[src/rtl/cpu_pkg.sv]
// -----------------------------------------------------------------------------
// cpu_pkg
// Shared definitions for the register-file writeback path.
//   DATA_WIDTH / ADDR_WIDTH : default register width and register index width
//   wb_state_t              : writeback FSM states (IDLE, MUL_HI)
//   REQ_ALU/REQ_LOAD/REQ_MUL: bit positions of each requester in valid/grant
//                             vectors
// -----------------------------------------------------------------------------
package cpu_pkg;

  localparam int DATA_WIDTH = 16;
  localparam int ADDR_WIDTH = 3;

  // Number of writeback sources sharing the port.
  localparam int NUM_REQ = 3;

  localparam int REQ_ALU  = 0;
  localparam int REQ_LOAD = 1;
  localparam int REQ_MUL  = 2;

  typedef enum logic [0:0] {
    IDLE   = 1'b0,
    MUL_HI = 1'b1
  } wb_state_t;

endpackage

[src/rtl/wb_priority_select.sv]
// -----------------------------------------------------------------------------
// wb_priority_select
// Combinational priority picker for the writeback port.
// Ports:
//   valid_i        : per-requester valid (bit positions REQ_ALU/LOAD/MUL),
//                    already masked to zero by the caller when no grant may
//                    be issued
//   load_starved_i : load has lost STARVE_LIMIT consecutive cycles
//   mul_starved_i  : multiplier has lost STARVE_LIMIT consecutive cycles
//   grant_o        : one-hot (or zero) grant vector
// Order: starved Mul > starved Load > ALU > Load > Mul.
// -----------------------------------------------------------------------------
module wb_priority_select
  import cpu_pkg::*;
(
  input  logic [NUM_REQ-1:0] valid_i,
  input  logic               load_starved_i,
  input  logic               mul_starved_i,
  output logic [NUM_REQ-1:0] grant_o
);

  always_comb begin
    grant_o = '0;
    // A starved requester only outranks others while it is actually asking;
    // a stale saturated counter must not steal the port from a live request.
    if (valid_i[REQ_MUL] && mul_starved_i) begin
      grant_o[REQ_MUL] = 1'b1;
    end else if (valid_i[REQ_LOAD] && load_starved_i) begin
      grant_o[REQ_LOAD] = 1'b1;
    end else if (valid_i[REQ_ALU]) begin
      grant_o[REQ_ALU] = 1'b1;
    end else if (valid_i[REQ_LOAD]) begin
      grant_o[REQ_LOAD] = 1'b1;
    end else if (valid_i[REQ_MUL]) begin
      grant_o[REQ_MUL] = 1'b1;
    end
  end

endmodule

[src/rtl/regfile_write_arbiter.sv]
// -----------------------------------------------------------------------------
// regfile_write_arbiter
// Shares the single register-file write port among the ALU, the load unit and
// the multiplier. A multiplier result is twice the register width and goes out
// as two back-to-back beats: low half to MulRD, high half to MulRD+1 (wrapping).
//
// Ports:
//   Clock, Reset                 : rising-edge clock, async active-high reset
//   AluValid/AluRD/AluData       : ALU writeback request
//   AluReady                     : ALU granted this cycle (combinational)
//   LoadValid/LoadRD/LoadData    : load writeback request
//   LoadReady                    : load granted this cycle (combinational)
//   MulValid/MulRD/MulResult     : multiplier writeback request (2*DATA_WIDTH)
//   MulReady                     : multiplier granted; result captured
//   RegWrite/RD/WriteData        : registered write port to the register file
//   Busy                         : high while the high-half beat is on the port
//
// A grant in cycle N appears on RegWrite/RD/WriteData in cycle N+1, so writes
// leave in exactly the order they were granted.
// -----------------------------------------------------------------------------
module regfile_write_arbiter
  import cpu_pkg::*;
#(
  parameter int DATA_WIDTH   = cpu_pkg::DATA_WIDTH,
  parameter int ADDR_WIDTH   = cpu_pkg::ADDR_WIDTH,
  parameter int STARVE_LIMIT = 4
) (
  input  logic                    Clock,
  input  logic                    Reset,

  input  logic                    AluValid,
  input  logic [ADDR_WIDTH-1:0]   AluRD,
  input  logic [DATA_WIDTH-1:0]   AluData,
  output logic                    AluReady,

  input  logic                    LoadValid,
  input  logic [ADDR_WIDTH-1:0]   LoadRD,
  input  logic [DATA_WIDTH-1:0]   LoadData,
  output logic                    LoadReady,

  input  logic                    MulValid,
  input  logic [ADDR_WIDTH-1:0]   MulRD,
  input  logic [2*DATA_WIDTH-1:0] MulResult,
  output logic                    MulReady,

  output logic                    RegWrite,
  output logic [ADDR_WIDTH-1:0]   RD,
  output logic [DATA_WIDTH-1:0]   WriteData,
  output logic                    Busy
);

  // Counter wide enough to hold STARVE_LIMIT itself.
  localparam int WAIT_W = (STARVE_LIMIT < 2) ? 1 : $clog2(STARVE_LIMIT + 1);
  localparam logic [WAIT_W-1:0] WAIT_MAX = WAIT_W'(STARVE_LIMIT);

  // ---------------------------------------------------------------------------
  // State
  // ---------------------------------------------------------------------------
  wb_state_t               state_q, state_d;
  logic [WAIT_W-1:0]       load_wait_q, load_wait_d;
  logic [WAIT_W-1:0]       mul_wait_q, mul_wait_d;
  logic [DATA_WIDTH-1:0]   hi_data_q, hi_data_d;
  logic [ADDR_WIDTH-1:0]   hi_rd_q, hi_rd_d;
  logic                    reg_write_q, reg_write_d;
  logic [ADDR_WIDTH-1:0]   rd_q, rd_d;
  logic [DATA_WIDTH-1:0]   wdata_q, wdata_d;
  logic                    busy_q, busy_d;

  logic [NUM_REQ-1:0]      req_valid;
  logic [NUM_REQ-1:0]      grant;
  logic                    load_starved;
  logic                    mul_starved;

  // Next starvation count: clear on grant or when not requesting, otherwise
  // count lost cycles up to the limit and hold there.
  function automatic logic [WAIT_W-1:0] next_wait(
    input logic              valid,
    input logic              granted,
    input logic [WAIT_W-1:0] cnt
  );
    if (!valid || granted) begin
      return '0;
    end else if (cnt == WAIT_MAX) begin
      return cnt;
    end else begin
      return cnt + 1'b1;
    end
  endfunction

  // ---------------------------------------------------------------------------
  // Arbitration
  // ---------------------------------------------------------------------------
  // No request can win while the high half is pending, which is what keeps a
  // multiplier sequence from being split by another write.
  always_comb begin
    req_valid           = '0;
    req_valid[REQ_ALU]  = AluValid  && (state_q == IDLE);
    req_valid[REQ_LOAD] = LoadValid && (state_q == IDLE);
    req_valid[REQ_MUL]  = MulValid  && (state_q == IDLE);
  end

  assign load_starved = (load_wait_q == WAIT_MAX);
  assign mul_starved  = (mul_wait_q == WAIT_MAX);

  wb_priority_select u_select (
    .valid_i        (req_valid),
    .load_starved_i (load_starved),
    .mul_starved_i  (mul_starved),
    .grant_o        (grant)
  );

  assign AluReady  = grant[REQ_ALU];
  assign LoadReady = grant[REQ_LOAD];
  assign MulReady  = grant[REQ_MUL];

  // ---------------------------------------------------------------------------
  // FSM and write-port next state
  // ---------------------------------------------------------------------------
  always_comb begin
    state_d     = state_q;
    hi_data_d   = hi_data_q;
    hi_rd_d     = hi_rd_q;
    reg_write_d = 1'b0;
    rd_d        = rd_q;
    wdata_d     = wdata_q;
    busy_d      = 1'b0;

    case (state_q)
      IDLE: begin
        if (grant[REQ_ALU]) begin
          reg_write_d = 1'b1;
          rd_d        = AluRD;
          wdata_d     = AluData;
        end else if (grant[REQ_LOAD]) begin
          reg_write_d = 1'b1;
          rd_d        = LoadRD;
          wdata_d     = LoadData;
        end else if (grant[REQ_MUL]) begin
          reg_write_d = 1'b1;
          rd_d        = MulRD;
          wdata_d     = MulResult[DATA_WIDTH-1:0];
          // Capture the high half now; the producer is free to move on once
          // MulReady has been seen. The index wraps naturally at ADDR_WIDTH.
          hi_data_d   = MulResult[2*DATA_WIDTH-1:DATA_WIDTH];
          hi_rd_d     = MulRD + ADDR_WIDTH'(1);
          state_d     = MUL_HI;
        end
      end
      MUL_HI: begin
        reg_write_d = 1'b1;
        rd_d        = hi_rd_q;
        wdata_d     = hi_data_q;
        // Busy is registered with the port so it frames the high-half beat
        // itself rather than the cycle in which that beat is being prepared.
        busy_d      = 1'b1;
        state_d     = IDLE;
      end
      default: begin
        state_d = IDLE;
      end
    endcase
  end

  assign load_wait_d = next_wait(LoadValid, grant[REQ_LOAD], load_wait_q);
  assign mul_wait_d  = next_wait(MulValid,  grant[REQ_MUL],  mul_wait_q);

  // ---------------------------------------------------------------------------
  // Registers
  // ---------------------------------------------------------------------------
  // Reset drops state to IDLE, which abandons any captured high half.
  always_ff @(posedge Clock or posedge Reset) begin
    if (Reset) begin
      state_q     <= IDLE;
      load_wait_q <= '0;
      mul_wait_q  <= '0;
      reg_write_q <= 1'b0;
      rd_q        <= '0;
      wdata_q     <= '0;
      busy_q      <= 1'b0;
    end else begin
      state_q     <= state_d;
      load_wait_q <= load_wait_d;
      mul_wait_q  <= mul_wait_d;
      reg_write_q <= reg_write_d;
      rd_q        <= rd_d;
      wdata_q     <= wdata_d;
      busy_q      <= busy_d;
    end
  end

  // High-half holding registers are only consumed in MUL_HI, which is always
  // entered through a capture, so they need no reset.
  always_ff @(posedge Clock) begin
    hi_data_q <= hi_data_d;
    hi_rd_q   <= hi_rd_d;
  end

  assign RegWrite  = reg_write_q;
  assign RD        = rd_q;
  assign WriteData = wdata_q;
  assign Busy      = busy_q;

endmodule
[config.mk]
export PLATFORM = sky130hd
export DESIGN_NAME = regfile_write_arbiter
export DESIGN_NICKNAME = d
export VERILOG_FILES = /design/src/rtl/cpu_pkg.sv /design/src/rtl/wb_priority_select.sv /design/src/rtl/regfile_write_arbiter.sv
export SDC_FILE = /design/constraint.sdc
export NUM_CORES = 1
export LEC_CHECK = 0
export CAP_MARGIN = 25
export CORE_UTILIZATION = 46
export DETAILED_ROUTE_END_ITERATION = 10
export PLACE_DENSITY = 0.95
export SYNTH_ARGS = -nofsm -noshare
export SYNTH_HDL_FRONTEND = slang
export SYNTH_HIERARCHICAL = 1
export SYNTH_SLANG_ARGS = --single-unit
[constraint.sdc]
create_clock -name Clock -period 6.9 [get_ports Clock]
set_clock_uncertainty 0.1 [all_clocks]
set_input_delay 1.38 -clock Clock [delete_from_list [all_inputs] [get_ports Clock]]
set_output_delay 1.38 -clock Clock [all_outputs]
set_load 0.005 [all_outputs]
## Word level (Yosys, flattened, before mapping)

Index checks and enable logic that the tools add are counted.

| word-level totals | value |
|---|---|
| flip-flop bits (word level) | 47 |
| input bits | 78 |
| output and inout bits | 24 |
| word-level logic and storage cells | 60 |

| operators by class | value |
|---|---|
| $add $sub $neg | 3 |
| equality and inequality tests | 5 |
| mux-type cells | 30 |
| bitwise logic cells | 3 |
| reduce and logical (&&, ||, !) cells | 10 |

Operator list:

| cell | number |
|---|---|
| $mux 16 | 3 |
| $pmux 16 s2 | 1 |
| $mux 3 | 7 |
| $mux 1 | 14 |
| $add 3x1->3 const B | 3 |
| $eq 3x3->1 const B | 2 |
| $pmux 3 s2 | 1 |
| $logic_and 1x1->1 | 5 |
| $mux 2 | 2 |
| $ne 2x2->1 const B | 2 |
| $ne 4x4->1 const B | 1 |
| $pmux 1 s2 | 2 |
| $reduce_and 4->1 | 1 |
| $not 1->1 | 3 |
| $logic_not 1->1 | 2 |
| $logic_or 1x1->1 | 2 |

## Logic depth before layout (Yosys ltp)

Gate-level depths: netlist (run 1).

| depth | value |
|---|---|
| depth in word-level cells | 11 |
| gate-level depth with buffers | 10 |
| gate-level depth less buffers | 9 |

## Modules after synthesis

Netlist (run 1), hierarchy kept.

Modules (own cells, without submodules):

| module | instances | cells each | area each (µm²) |
|---|---|---|---|
| regfile_write_arbiter | 1 | 218 | 2346.0 |
| wb_priority_select | 1 | 7 | 37.5 |

## Worst setup path after synthesis (run 1)

OpenSTA, ideal clock, no wires.

| path | value |
|---|---|
| path kind | input port to flip-flop |
| from | input LoadValid |
| to | register hi_data_q[0] (enable) |
| arrival time | 4.282 ns |
| data required time | 6.350 ns |
| path slack | 2.067 ns |
| stages | 6 |
| path buffers | 2 |
| cell sequence | nor2b_1 -> nand2_1 -> and3_1 -> buf_2 -> buf_1 -> nor4b_1 |

| on the way | value |
|---|---|
| elaborated cells between the ends (all ways) | 13 |
| those cells by class | mux (8); bitwise (2); reduce/logical (3) |

RTL lines:

| element | RTL line | text |
|---|---|---|
| from (decl) | regfile_write_arbiter.sv:36 | `input logic LoadValid,` |
| $logic_and 1x1->1 | regfile_write_arbiter.sv:98 | `req_valid[REQ_LOAD] = LoadValid && (state_q == IDLE);` |
| $logic_and 1x1->1 | wb_priority_select.sv:28 | `end else if (valid_i[REQ_LOAD] && load_starved_i) begin` |
| $mux 1 | wb_priority_select.sv:28 |  |
| $mux 2 | wb_priority_select.sv:26 | `if (valid_i[REQ_MUL] && mul_starved_i) begin` |
| net AluReady | regfile_write_arbiter.sv:34 | `output logic AluReady,` |
| $not 1->1 (no source line) | -- |  |
| $reduce_and 4->1 (no source line) | -- |  |
| to (signal assigned) | regfile_write_arbiter.sv:194 | `hi_data_q <= hi_data_d;` |
| to (decl) | regfile_write_arbiter.sv:62 | `logic [DATA_WIDTH-1:0] hi_data_q, hi_data_d;` |

The timed path passes the listed nets, and every way through them passes these cells.
A chain may end at the register's enable or synchronous reset.

## Final worst setup path (run 1)

| path | value |
|---|---|
| from | input LoadValid |
| to | output MulReady |

| on the way | value |
|---|---|
| word-level cells in the longest chain between the ends | 5 |
| elaborated cells between the ends (all ways) | 6 |
| those cells by class | mux (4); reduce/logical (2) |

RTL lines:

| element | RTL line | text |
|---|---|---|
| $logic_and 1x1->1 * | regfile_write_arbiter.sv:98 |  |
| net req_valid[1] | regfile_write_arbiter.sv:69 | `logic [NUM_REQ-1:0] req_valid;` |
| $mux 1 | wb_priority_select.sv:32 | `end else if (valid_i[REQ_LOAD]) begin` |
| $mux 2 | wb_priority_select.sv:30 | `end else if (valid_i[REQ_ALU]) begin` |
| $mux 1 * | wb_priority_select.sv:28 |  |
| $mux 1 * | wb_priority_select.sv:26 |  |
| to (decl) | regfile_write_arbiter.sv:44 | `output logic MulReady,` |

Mark *: on every way through the listed nets, which the timed path passes. The rest lies on a longest branch.

==> flow_summary.toml, run 1 <==
[clock_tree]
clk_pin_slew_ns = 0.08
root_buffer = "clkbuf_8"
clk_latency_ns = 0.30
cts-buffers-inserted = 5
cts_tree = "built"
clk_path_buf_depth = 2
clock_sink_count = 47
cts_resized = 0
cts_hold_buf = 0
htreeDepth = 2
cts_post_setup_buffers_inserted = 0

[logic_synthesis]
syn_area_per_cell_um2 = 10.6
synth_seq_cells = 47
synth_area_um2 = 2380
seq_area_frac_synth = 0.533
syn_inst = 225
synth_nets = 308
synth.distinct_cells = 25
ys_warn_count = 6

[worst_setup_path]
reg2reg_depth = 7
end_kind = "primary output"
worst_ep_required_time_ns = 5.42
reg2reg_to = "hi_data_q[11]"
rr_startpoint = "state_q"
crit_end = "MulReady"
crit_type = "in2out"
setup.worst_path.start = "LoadValid"
reg2reg_slack_ns = 4.08
start_kind = "input pin"
crit_fanout = 5
cp.arrival_ns = 2.85

[global_routing]
track_usage = 0.220
antenna_found_initial = 0
grt_max_degree = 42
grt_pass1_wl_um = 8980
grt_overflow = 0
grt_pass1_vias = 2007

[timing]
fin_ws_ns = 2.57
setup_tns_ns = 0
drv_slew = 0
setup_viol = 0
max_slew_margin = 0.426
hold_viol_final = 0
clock.fmax_mhz = 231
fin_crit_sh = 0.627
fin_crit_ns = 4.33
worstMarginPinSlew_ns = 0.861
grt_setup_unrepaired = "no"

[cells_and_area]
final_cell_mix = "clkdlybuf4s50_1, dfrtp_1, nand2_1"
final_common_cell = "clkdlybuf4s50_1"
stdcell_area_um2 = 3540
n_antenna_cell = 0
stdcell_count = 392
nets = 407
drive_gt1_frac = 0.102
area_delta_synth_final_pct = 48.5

[status]
status = "complete, no violations"

[drt]
drt_first_pass_iters = 4
top_layer_used = "met4"
wl_met2_um = 2980
wirelength_um = 5590
vias = 2012
wl_met1_um = 2230
met3RoutedLength_um = 287
via_per_inst = 5.13
drtIter0Drc = 69
ant_nets = 0
drc_errors = 0
wl_per_cell_um = 14.3

[pwr]
p_per_area_nw_per_um2 = 200
cellLeakagePower_nw = 1.33
vdd_drop_max_uv = 143

[floorplanning]
dieWidth_um = 74.0
fp.dieArea_um2 = 5470
die_y_um = 74.0
start_util = 0.492
row_count = 25
core_um2 = 4850
io_pins = 102

[place]
gp_congestion = 0.718
dpl_cell_area_um2 = 3440
hpwl_um = 4300
io_buffers = 101
pre_cts_slack_ns = 2.58
dp_cells = 383

[worst_hold_path]
hp-class = "reg2reg"

[run]
cap_violations = 0
[metrics by stage]
stage | hold WS, ns | power, mW | utilization
after floorplan | 0.274 | 0.436 | -
after global placement | 0.412 | 0.544 | 0.707
after detailed placement | 0.427 | 0.553 | 0.710
after CTS | 0.440 | 0.715 | 0.728
after global routing | 0.467 | 0.749 | 0.730
final | 0.440 | 0.709 | 0.730
[Yosys cell counts]
| master | number | area share |
|---|---|---|
| o21a_1 | 1 | 0.0032 |
| a21oi_1 | 2 | 0.0042 |
| clkinv_1 | 1 | 0.0016 |
| xor2_1 | 1 | 0.0037 |
| nor2_1 | 26 | 0.041 |
| dfrtp_1 | 28 | 0.29 |
| nand3_1 | 2 | 0.0042 |
| ha_1 | 5 | 0.026 |
| a31oi_1 | 19 | 0.050 |
| buf_2 | 4 | 0.0084 |
| o211ai_1 | 19 | 0.060 |
| nor4b_1 | 2 | 0.0074 |
| xnor2_1 | 2 | 0.0074 |
| mux2_2 | 19 | 0.090 |
| edfxtp_1 | 19 | 0.24 |
| and3_1 | 2 | 0.0052 |
| clkbuf_1 | 6 | 0.0094 |
| nand2_1 | 27 | 0.043 |
| buf_1 | 1 | 0.0016 |
| inv_1 | 8 | 0.013 |
| nor2b_1 | 3 | 0.0079 |
| buf_6 | 3 | 0.014 |
| nor3_1 | 2 | 0.0042 |
| or4_4 | 1 | 0.0047 |
| nand2b_1 | 22 | 0.058 |
[state kept, by name (all words and copies together) (netlist names)]
signal	count
WriteData	16
hi_rd_q	3
load_wait_q	3
state_q	1
Busy	1
mul_wait_q	3
RegWrite	1
hi_data_q	16
RD	3
[cell type report]
cell class,instances,area (µm²)
tap,67,83.8
clock inverter,3,20.0
clock buffer,5,68.8
multi-input combinational,155,1000
sequential,47,1270
fill,358,1310
timing repair buffer,106,1060
inverter,9,33.8
[worst max-delay path, stage by stage]
cell and delay [ns]:
clkdlybuf4s50_1 0.42, nor2b_1 0.16, nor2_1 0.15, o21a_1 0.20
clkdlybuf4s50_1 0.54
[cell families after synthesis]
kind of cell / share of synthesized area
compound gates: 0.117
xor+xnor: 0.0110
fa+ha+maj: 0.0262
buf+inv: 0.0478
flops: 0.533
mux: 0.0898
simple gates: 0.175
[worst min path at each step]
stage | startpoint | end | depth (start not counted)
after floorplan | state_q | Busy | 0
after global placement | hi_rd_q[1] | RD[1] | 2
after detailed placement | hi_data_q[0] | WriteData[0] | 2
after CTS | hi_data_q[0] | WriteData[0] | 2
after global routing | hi_data_q[11] | WriteData[11] | 2
final | hi_data_q[11] | WriteData[11] | 2
[where the power goes]
group          internal, mW  switching [mW]
logic                 0.126          0.0739
clock network        0.0707          0.0926
registers             0.324          0.0213
[metal layers]
layer / track usage / vias to the layer above
li1: - / 987
met1: 0.273 / 941
met2: 0.377 / 75
met3: 0.0501 / 9
met4: 0.0833 / 0
met5: 0 / -
(Power assumes the default switching activity.)
==> inputs of run 2 (changes only) <==
- CORE_UTILIZATION: 46 -> 38
- PLACE_DENSITY: 0.95 -> 0.86
- clock period: 6.9 -> 3.7 ns (I/O delays scaled with it)
==> run 2 against run 1 <==
- via count hardly changed
- sequential share of layout area is 0.46 points lower
- die area is 20% higher
- clock power is 83% higher
- design area is 1.3% higher
- routed wire length is 5.6% higher
- critical endpoint is now LoadReady
==> flow_summary.toml, run 2 (synthesis results as in run 1) <==
[global_routing]
track_usage = 0.195
antenna_found_initial = 0
grt_max_degree = 40
grt_pass1_vias = 2118
grt_pass1_wl_um = 9610
grt_overflow = 0

[drt]
ant_nets = 0
wirelength_um = 5910
via_per_inst = 4.99
vias = 2010
drt_first_pass_iters = 6
drtIter0Drc = 88
drc_errors = 0
wl_per_cell_um = 14.7

[cells_and_area]
nFillCells = 501
stdcell_area_um2 = 3580
area_delta_synth_final_pct = 50.4
n_antenna_cell = 0
final_cell_mix = "clkdlybuf4s50_1, dfrtp_1, nand2_1"
stdcell_count = 403
final_common_cell = "clkdlybuf4s50_1"
drive_gt1_frac = 0.107
nets = 410

[clock_tree]
cts-buffers-inserted = 5
clk_pin_slew_ns = 0.08
clk_latency_ns = 0.30
clock_sink_count = 47
cts_hold_buf = 0
clk_path_buf_depth = 2
htreeDepth = 2
root_buffer = "clkbuf_8"
cts_tree = "built"
cts_resized = 0
cts_post_setup_buffers_inserted = 0

[timing]
hold_viol_final = 0
setup_viol = 0
fin_crit_sh = 0.855
grt_setup_unrepaired = "no"
setup_tns_ns = 0
clock.fmax_mhz = 316
worstMarginPinSlew_ns = 0.637
fin_crit_ns = 3.16
max_slew_margin = 0.573
drv_slew = 0

[pwr]
vdd_drop_max_uv = 209
power_mw = 1.32
p_per_area_nw_per_um2 = 369
cellLeakagePower_nw = 1.35

[floorplanning]
io_pins = 102
fp.dieArea_um2 = 6590
core_um2 = 5990
start_util = 0.398
dieWidth_um = 81.2
die_y_um = 81.2
row_count = 28

[run]
cap_violations = 0

[worst_setup_path]
start_kind = "input pin"
cp.arrival_ns = 2.32
worst_ep_required_time_ns = 2.86
reg2reg_to = "WriteData[7]"
rr_startpoint = "load_wait_q[0]"
end_kind = "primary output"
crit_type = "in2out"
reg2reg_slack_ns = 1.21
crit_fanout = 5
reg2reg_depth = 9

[worst_hold_path]
hp-class = "reg2reg"
hold_start = "state_q"
worstHoldEndpoint = "Busy"
hold_path_depth = 0

[place]
dp_cells = 395
hpwl_um = 4540
gp_congestion = 0.716
dpl_cell_area_um2 = 3500
io_buffers = 101

[status]
status = "complete, no violations"
==> run 2: cell type report <==
cell class	count	area (µm²)	share of cell area
Sequential cell	47	1270	0.355
Timing Repair Buffer	109	1090	0.304
Multi-Input combinational cell	155	1010	0.283
Tap cell	75	93.8	0.0262
Clock buffer	6	72.6	0.0202
Inverter	9	33.8	0.00942
Clock inverter	2	8.76	0.00244
==> run 2: worst max-delay path by stage <==
stage	startpoint	to	slack (ns)	cells past startpoint
finish	LoadValid	LoadReady	0.54	4
global route	LoadValid	LoadReady	0.45	4
CTS	LoadValid	LoadReady	0.53	4
detailed placement	LoadValid	LoadReady	0.53	4
global placement	LoadValid	LoadReady	0.60	4
floorplan	LoadValid	hi_data_q[0]	0.46	6
==> run 2: power by group <==
group / leakage (nW) / internal, mW / switching (mW)
clock network: 0.0426 / 0.130 / 0.169
logic: 0.809 / 0.240 / 0.144
registers: 0.501 / 0.605 / 0.0343
==> run 2: critical path, stage by stage <==
cell and delay (ns):
clkdlybuf4s50_1 0.48, nor2b_1 0.22, and3_1 0.33, clkdlybuf4s50_1 0.55
==> run 2: routing by layer <==
layer  global-route usage  wire (µm)  vias up
li1                     -          -      991
met1                0.215       2300      937
met2                0.352       3090       72
met3               0.0663        442       10
met4               0.0589         78        0
met5                    0          0        -
==> run 2: per-stage QoR <==
stage	setup WS, ns	util	hold WS, ns
2_1_floorplan	0.456	-	0.274
3_3_place_gp	0.596	0.580	0.322
3_5_place_dp	0.529	0.585	0.329
4_1_cts	0.526	0.598	0.347
5_1_grt	0.447	0.598	0.365
6_report	0.537	0.598	0.345
==> inputs of run 3 (changes only) <==
- CORE_MARGIN: not set -> 4
- GPL_ROUTABILITY_DRIVEN: not set -> 0
==> run 3 against run 2 <==
- sequential share of layout area shrank 0.50 points
- largest power group unchanged
- utilization grew 0.86 points
- register-to-register slack is essentially flat
- critical endpoint unchanged
- largest cell class unchanged
==> flow_summary.toml, run 3 (synthesis results as in run 1) <==
[worst_setup_path]
crit_chain = "clkdlybuf4s50_1 -> nor2b_1 -> and3_1 -> clkdlybuf4s50_1"
rr_startpoint = "load_wait_q[0]"
cp_slowest_cell = "clkdlybuf4s50_1"
setup.worst_path.start = "LoadValid"
cpPeakStageDelay_ns = 0.56
reg2reg_slack_ns = 1.21
worst-path-buf-inv = 2
worst_path_most_repeated_cell = "clkdlybuf4s50_1"
worst_ep_required_time_ns = 2.86
reg2reg_depth = 9
cp.arrival_ns = 2.29
end_kind = "primary output"
reg2reg_to = "WriteData[0]"
crit_type = "in2out"
start_kind = "input pin"
crit_end = "LoadReady"
crit_family = "buffers and inverters"
cp.depth = 4
crit_fanout = 6

[cells_and_area]
area_delta_synth_final_pct = 52.5
drive_gt1_frac = 0.110
nFillCells = 502
n_antenna_cell = 0
seq_area_um2 = 1270
final_cell_mix = "clkdlybuf4s50_1, dfrtp_1, nand2_1"
stdcell_count = 403
multiInputGateArea_um2 = 1010
nets = 410
final_common_cell = "clkdlybuf4s50_1"

[worst_hold_path]
hp-class = "reg2reg"
hold_start = "hi_data_q[7]"

[drt]
drt_first_pass_iters = 4
wl_per_cell_um = 15.0
ant_nets = 0
drc_errors = 0
vias = 1996
via_per_inst = 4.95
drtIter0Drc = 59
wirelength_um = 6030

[pwr]
cellLeakagePower_nw = 1.38
vdd_drop_max_uv = 214
p_per_area_nw_per_um2 = 402

[timing]
setup_viol = 0
fin_crit_sh = 0.846
hold_viol_final = 0
clock.fmax_mhz = 320
drv_slew = 0
max_slew_margin = 0.591
hold_ws_ns = 0.436
grt_setup_unrepaired = "no"
worstMarginPinSlew_ns = 0.610
fin_crit_ns = 3.13
setup_tns_ns = 0
fin_ws_ns = 0.571

[floorplanning]
start_util = 0.398
io_pins = 102
row_count = 28
core_um2 = 5990
die_y_um = 87.2
dieWidth_um = 87.2
fp.dieArea_um2 = 7600

[global_routing]
track_usage = 0.164
antenna_found_initial = 0
grt_max_degree = 40
grt_overflow = 0
grt_pass1_wl_um = 9620
grt_pass1_vias = 2110

[status]
status = "complete, no violations"

[clock_tree]
clk_pin_slew_ns = 0.09
htreeDepth = 2
cts_resized = 0
clock_sink_count = 47
cts_post_setup_buffers_inserted = 0
cts_tree = "built"
clk_path_buf_depth = 2
cts-buffers-inserted = 5
clk_latency_ns = 0.30
cts_hold_buf = 0
root_buffer = "clkbuf_8"

[place]
pre_cts_slack_ns = 0.563
hpwl_um = 4760
io_buffers = 101
dp_cells = 395

[run]
cap_violations = 0
## run 3: cell types whose count changed in the layout (fill, tap and decap cells not counted)
cell / change
bufinv_16: +2
clkinv_2: -1
clkinv_1: -1
## run 3: routing by layer
layer	share of wire	GRT usage
met2	0.54	0.307
met5	0	0
met1	0.37	0.173
met3	0.077	0.0539
met4	0.0091	0.0488
## run 3: worst min path at each step
stage              endpoint  slack, ns  depth (start not counted)
2_1_floorplan          Busy       0.27                          0
3_3_place_gp          RD[1]       0.42                          2
3_5_place_dp          RD[1]       0.42                          2
4_1_cts        WriteData[7]       0.44                          2
5_1_grt        WriteData[7]       0.46                          2
6_report       WriteData[7]       0.44                          2
## run 3: area by class of cell
class                   count  area share
inverters                   9     0.00929
flip-flops and latches     47       0.350
clock buffers               6      0.0200
well taps                  75      0.0258
multi-input cells         155       0.279
clock inverters             2      0.0165
repair buffers            109       0.300
## run 3: worst min-delay path: cells and delay by family (launching register included)
kind             cells  cell delay [ns]
AO/OA/AOI/OAI        1             0.07
AND/OR/NAND/NOR      1             0.07
flip-flops           1             0.36
## run 3: per-stage QoR
stage	power (mW)	utilization	cell area [µm²]
floorplan	0.814	-	2390
global placement	1.02	0.580	3480
detailed placement	1.04	0.585	3500
CTS	1.48	0.607	3640
global route	1.54	0.607	3640
finish	1.46	0.607	3640
## run 3: report_power, final
| group | switching [mW] | internal (mW) | total (mW) | leakage, nW |
|---|---|---|---|---|
| combinational | 0.144 | 0.240 | 0.385 | 0.809 |
| sequential | 0.0328 | 0.605 | 0.638 | 0.501 |
| clock | 0.168 | 0.270 | 0.438 | 0.0654 |
| total | 0.345 | 1.12 | 1.46 | 1.38 |
